[config.mk]
export PLATFORM = sky130hd
export DESIGN_NAME = ram_arbiter
export DESIGN_NICKNAME = d
export VERILOG_FILES = /design/src/rtl/ram_arbiter.sv
export SDC_FILE = /design/constraint.sdc
export NUM_CORES = 1
export LEC_CHECK = 0
export CAP_MARGIN = 10
export CELL_PAD_IN_SITES_DETAIL_PLACEMENT = 1
export CELL_PAD_IN_SITES_GLOBAL_PLACEMENT = 2
export CORE_MARGIN = 2
export CORE_UTILIZATION = 25
export CTS_CLUSTER_DIAMETER = 50
export DETAILED_ROUTE_END_ITERATION = 10
export PLACE_DENSITY_LB_ADDON = 0.1
export SLEW_MARGIN = 20
export SYNTH_ARGS = -nofsm -noshare
export SYNTH_HDL_FRONTEND = slang
export SYNTH_SLANG_ARGS = --single-unit
[constraint.sdc]
create_clock -name clk -period 3.7 [get_ports clk]
set_input_delay 0.74 -clock clk [delete_from_list [all_inputs] [get_ports clk]]
set_output_delay 0.74 -clock clk [all_outputs]
set_load 0.02 [all_outputs]
[src/rtl/ram_arbiter.sv]
`default_nettype none
// ============================================================================
// Module   : ram_arbiter
// Brief    : Two-port round-robin arbiter in front of a single-port RAM.
//            Port 0 = instruction fetch, port 1 = load/store. Each accepted
//            command occupies one ACCESS cycle (gnt + RAM pins) followed by
//            one RESP cycle (rvalid + registered read data).
// Revision : 1.0 - initial release
// ============================================================================
module ram_arbiter #(
    parameter int DWIDTH = 32
) (
    input  logic              clk,
    input  logic              rstn,
    input  logic              p0_req,
    input  logic              p0_we,
    input  logic [31:0]       p0_addr,
    input  logic [DWIDTH-1:0] p0_wdata,
    input  logic              p1_req,
    input  logic              p1_we,
    input  logic [31:0]       p1_addr,
    input  logic [DWIDTH-1:0] p1_wdata,
    output logic              p0_gnt,
    output logic              p0_rvalid,
    output logic [DWIDTH-1:0] p0_rdata,
    output logic              p1_gnt,
    output logic              p1_rvalid,
    output logic [DWIDTH-1:0] p1_rdata,
    output logic              mem_en,
    output logic              mem_wr,
    output logic [31:0]       addr,
    output logic [DWIDTH-1:0] data_wr,
    input  logic [DWIDTH-1:0] data_rd
);

    typedef enum logic [1:0] {
        S_IDLE   = 2'd0,
        S_ACCESS = 2'd1,
        S_RESP   = 2'd2
    } state_t;

    state_t r_state;
    logic   r_port;     // port owning the current transaction
    logic   r_last;     // port served most recently (tie-break pointer)

    logic              w_any;
    logic              w_win;
    logic              w_we;
    logic [31:0]       w_addr;
    logic [DWIDTH-1:0] w_wdata;

    // Round-robin winner: a lone requester wins; on a tie the port not served last wins
    assign w_any   = p0_req | p1_req;
    assign w_win   = (p0_req & p1_req) ? ~r_last : p1_req;
    assign w_we    = w_win ? p1_we    : p0_we;
    assign w_addr  = w_win ? p1_addr  : p0_addr;
    assign w_wdata = w_win ? p1_wdata : p0_wdata;

    // Arbitration FSM; the RAM pins double as the latched command register
    always_ff @(posedge clk or negedge rstn) begin
        if (!rstn) begin
            r_state   <= S_IDLE;
            r_port    <= 1'b0;
            r_last    <= 1'b1;
            p0_gnt    <= 1'b0;
            p1_gnt    <= 1'b0;
            p0_rvalid <= 1'b0;
            p1_rvalid <= 1'b0;
            p0_rdata  <= '0;
            p1_rdata  <= '0;
            mem_en    <= 1'b0;
            mem_wr    <= 1'b0;
            addr      <= '0;
            data_wr   <= '0;
        end else begin
            // Pulses and RAM pins are low unless this edge opens an ACCESS or RESP
            p0_gnt    <= 1'b0;
            p1_gnt    <= 1'b0;
            p0_rvalid <= 1'b0;
            p1_rvalid <= 1'b0;
            mem_en    <= 1'b0;
            mem_wr    <= 1'b0;
            addr      <= '0;
            data_wr   <= '0;
            case (r_state)
                S_IDLE, S_RESP: begin
                    if (w_any) begin
                        r_state <= S_ACCESS;
                        r_port  <= w_win;
                        mem_en  <= 1'b1;
                        mem_wr  <= w_we;
                        addr    <= w_addr;
                        data_wr <= w_wdata;
                        p0_gnt  <= ~w_win;
                        p1_gnt  <= w_win;
                    end else begin
                        r_state <= S_IDLE;
                    end
                end
                S_ACCESS: begin
                    r_state   <= S_RESP;
                    r_last    <= r_port;
                    p0_rvalid <= ~r_port;
                    p1_rvalid <= r_port;
                    // Reads capture RAM data; writes leave rdata untouched
                    if (!mem_wr) begin
                        if (r_port) begin
                            p1_rdata <= data_rd;
                        end else begin
                            p0_rdata <= data_rd;
                        end
                    end
                end
                default: begin
                    r_state <= S_IDLE;
                end
            endcase
        end
    end

endmodule
`default_nettype wire

==> flow_metrics.tcl <==
set metrics [dict create \
    slew_headroom_pct 28.8 \
    yosys_warnings 0 \
    yosysSeqAreaShare_pct 65.0 \
    crit_slowest_cell "clkdlybuf4s50_1" \
    drt_wl_total_um 18200 \
    io_pins 300 \
    cpPeakStageDelay_ns 0.71 \
    leakage_nw 3.74 \
    cts_made_buffers 17 \
    path_class "reg -> out" \
    crit_family "buffers and inverters" \
    drtIter0Drc 103 \
    hold_viol 0 \
    insertion_delay_ns 0.41 \
    power_density_nw_per_um2 700 \
    cts_hold_buf 0 \
    worst_slew_pin_slew_ns 1.07 \
    route.detailed.drc 0 \
    overflow 0 \
    vias 4462 \
    status "finished clean" \
    n_antenna_cell 0 \
    grt_pass1_wl_um 27300 \
    area_growth_pct 73.3 \
    antenna_found_initial 0 \
    final_cell_mix "clkdlybuf4s50_1, dfrtp_1, nor2_1, a32oi_1, mux2_2" \
    stdcell_count 964 \
    wire_per_inst_um 18.8 \
    fillCellCount 2193 \
    syn-num-nets 554 \
    ir_drop_mv 0.274 \
    ys_ff_latch 137 \
    hold_class "in -> async" \
    cts_sinks 137 \
    min_period_ns 2.33 \
    vias_per_cell 4.63 \
    num-nets-final 843 \
    final_util_pct 43.7 \
    syn-mean-instance-area_um2 13.6 \
    setup_viol 0 \
    finalClockSkew_ns 0.00990 \
    drv_cap 0 \
    cts-resized-gates 0 \
    grt_max_degree 71 \
    fmax_mhz 429 \
    place_hpwl_um 13100 \
    core_area_um2 20900 \
    row_count 53 \
    crit_arrival_ns 1.59 \
    io_buffers 299 \
    synth_area_um2 5270 \
    cts_buffer_depth 2 \
    crit_chain "clkdlybuf4s50_1" \
    root_buffer "clkbuf_16" \
    slew_viol_final 0 \
    drtAntennaViolNets 0 \
    fin_crit_sh_pct 63.0 \
    die_w_um 149 \
    seq_area_um2 3430 \
    tritoncts "built" \
    htree_levels 4 \
    cp_max_fo 3 \
    clk_pin_slew_ns 0.06 \
    layout_commonest_cell "clkdlybuf4s50_1" \
    crit_path_end_kind "primary output" \
    cp.required_ns 2.96 \
    grt_pass1_vias 4892 \
    cp-start-kind "flip-flop" \
    multiInputGateArea_um2 1660 \
    synth_cell_types 19 \
    rsz0062_at_grt "no" \
    drive_gt1_share_pct 15.8 \
    gp_congestion 0.710 \
    fp.dieH_um 149 \
    synthCells 388 \
    grt_usage_pct 16.2 \
    tns_ns 0 \
    dr.pass1.iters 4 \
    start_util_pct 25.2 \
    placed_cells 933 \
    post_cts_buffers 0 \
    crit_buf_inv 1 \
    fp.dieArea_um2 22300 \
]
==> per-stage QoR <==
stage / setup WS [ns] / total power, mW / instance area [um2] / hold WS (ns)
6_report: 1.37 / 6.39 / 9140 / 0.275
5_1_grt: 1.32 / 6.74 / 9140 / 0.305
4_1_cts: 1.33 / 6.49 / 9140 / 0.292
3_5_place_dp: 1.14 / 4.72 / 8530 / 0.484
3_3_place_gp: 1.19 / 4.66 / 8530 / 0.471
2_1_floorplan: 2.05 / 3.36 / 5270 / 0.444
==> registers in the layout, indices dropped and copies added (netlist names), 2 cells and up <==
name and flops:
addr 32, p0_rdata 32, data_wr 32, p1_rdata 32, r_state 2
==> final cells by class <==
type / instances / share of cell area [%]
sequential: 137 / 37.6
inverter: 3 / 0.123
clock inverter: 12 / 1.62
multi-input combinational: 212 / 18.1
clock buffer: 19 / 4.96
timing repair buffer: 306 / 33.8
tap: 275 / 3.77
==> final timing paths <==
path                                           from                       end  slack [ns]  depth (start not counted)
max in group asynchronous                      rstn  p0_rdata[16]$_DFFE_PN0P_        2.59                          2
min in group clk           p1_rdata[28]$_DFFE_PN0P_  p1_rdata[28]$_DFFE_PN0P_        0.49                          1
max reg2reg                    r_state[1]$_DFF_PN0_  p0_rdata[23]$_DFFE_PN0P_        1.63                          4
max                                mem_wr$_DFF_PN0_                    mem_wr        1.37                          1
min                                            rstn   p1_rdata[6]$_DFFE_PN0P_        0.28                          1
min reg2reg                p1_rdata[28]$_DFFE_PN0P_  p1_rdata[28]$_DFFE_PN0P_        0.49                          1
==> layer usage <==
metal  track usage [%]  vias to the layer above  part of all wire (%)
li1                  -                     1994                     -
met1              17.0                     2254                    37
met2              28.9                      202                    51
met3              7.61                       12                    11
met4              4.90                        0                   1.1
met5                 0                        -                     0
==> synthesized netlist by cell type <==
| library cell | instances | area share [%] |
|---|---|---|
| clkbuf_1 | 16 | 1.1 |
| dfstp_2 | 1 | 0.50 |
| nand3b_2 | 1 | 0.21 |
| nor2_4 | 1 | 0.21 |
| inv_1 | 3 | 0.21 |
| mux2_1 | 3 | 0.64 |
| o21ai_0 | 2 | 0.19 |
| nor2_1 | 70 | 5.0 |
| a32oi_1 | 65 | 11 |
| nand2b_1 | 1 | 0.12 |
| mux2_2 | 61 | 13 |
| nor3_4 | 1 | 0.31 |
| nand2_1 | 5 | 0.36 |
| buf_2 | 13 | 1.2 |
| nand2b_2 | 1 | 0.17 |
| dfrtp_1 | 136 | 65 |
| buf_6 | 3 | 0.64 |
| buf_4 | 4 | 0.57 |
| a21boi_1 | 1 | 0.14 |
==> report_power, final <==
group          total, mW  internal, mW  switching [mW]
logic               2.47          1.28            1.19
clock network       1.74          1.09           0.648
registers           2.19          1.96           0.225
total               6.39          4.33            2.06
==> kinds of logic (layout without fill, tap and decap cells) <==
| logic type | Yosys count | in the layout | synth area share, % |
|---|---|---|---|
| AOI/OAI and AO/OA | 68 | 68 | 11.1 |
| buffers and inverters | 39 | 340 | 3.80 |
| DFF | 137 | 137 | 65.0 |
| muxes | 64 | 64 | 13.7 |
| and+or+nand+nor | 80 | 80 | 6.36 |
(Power assumes the default switching activity.)
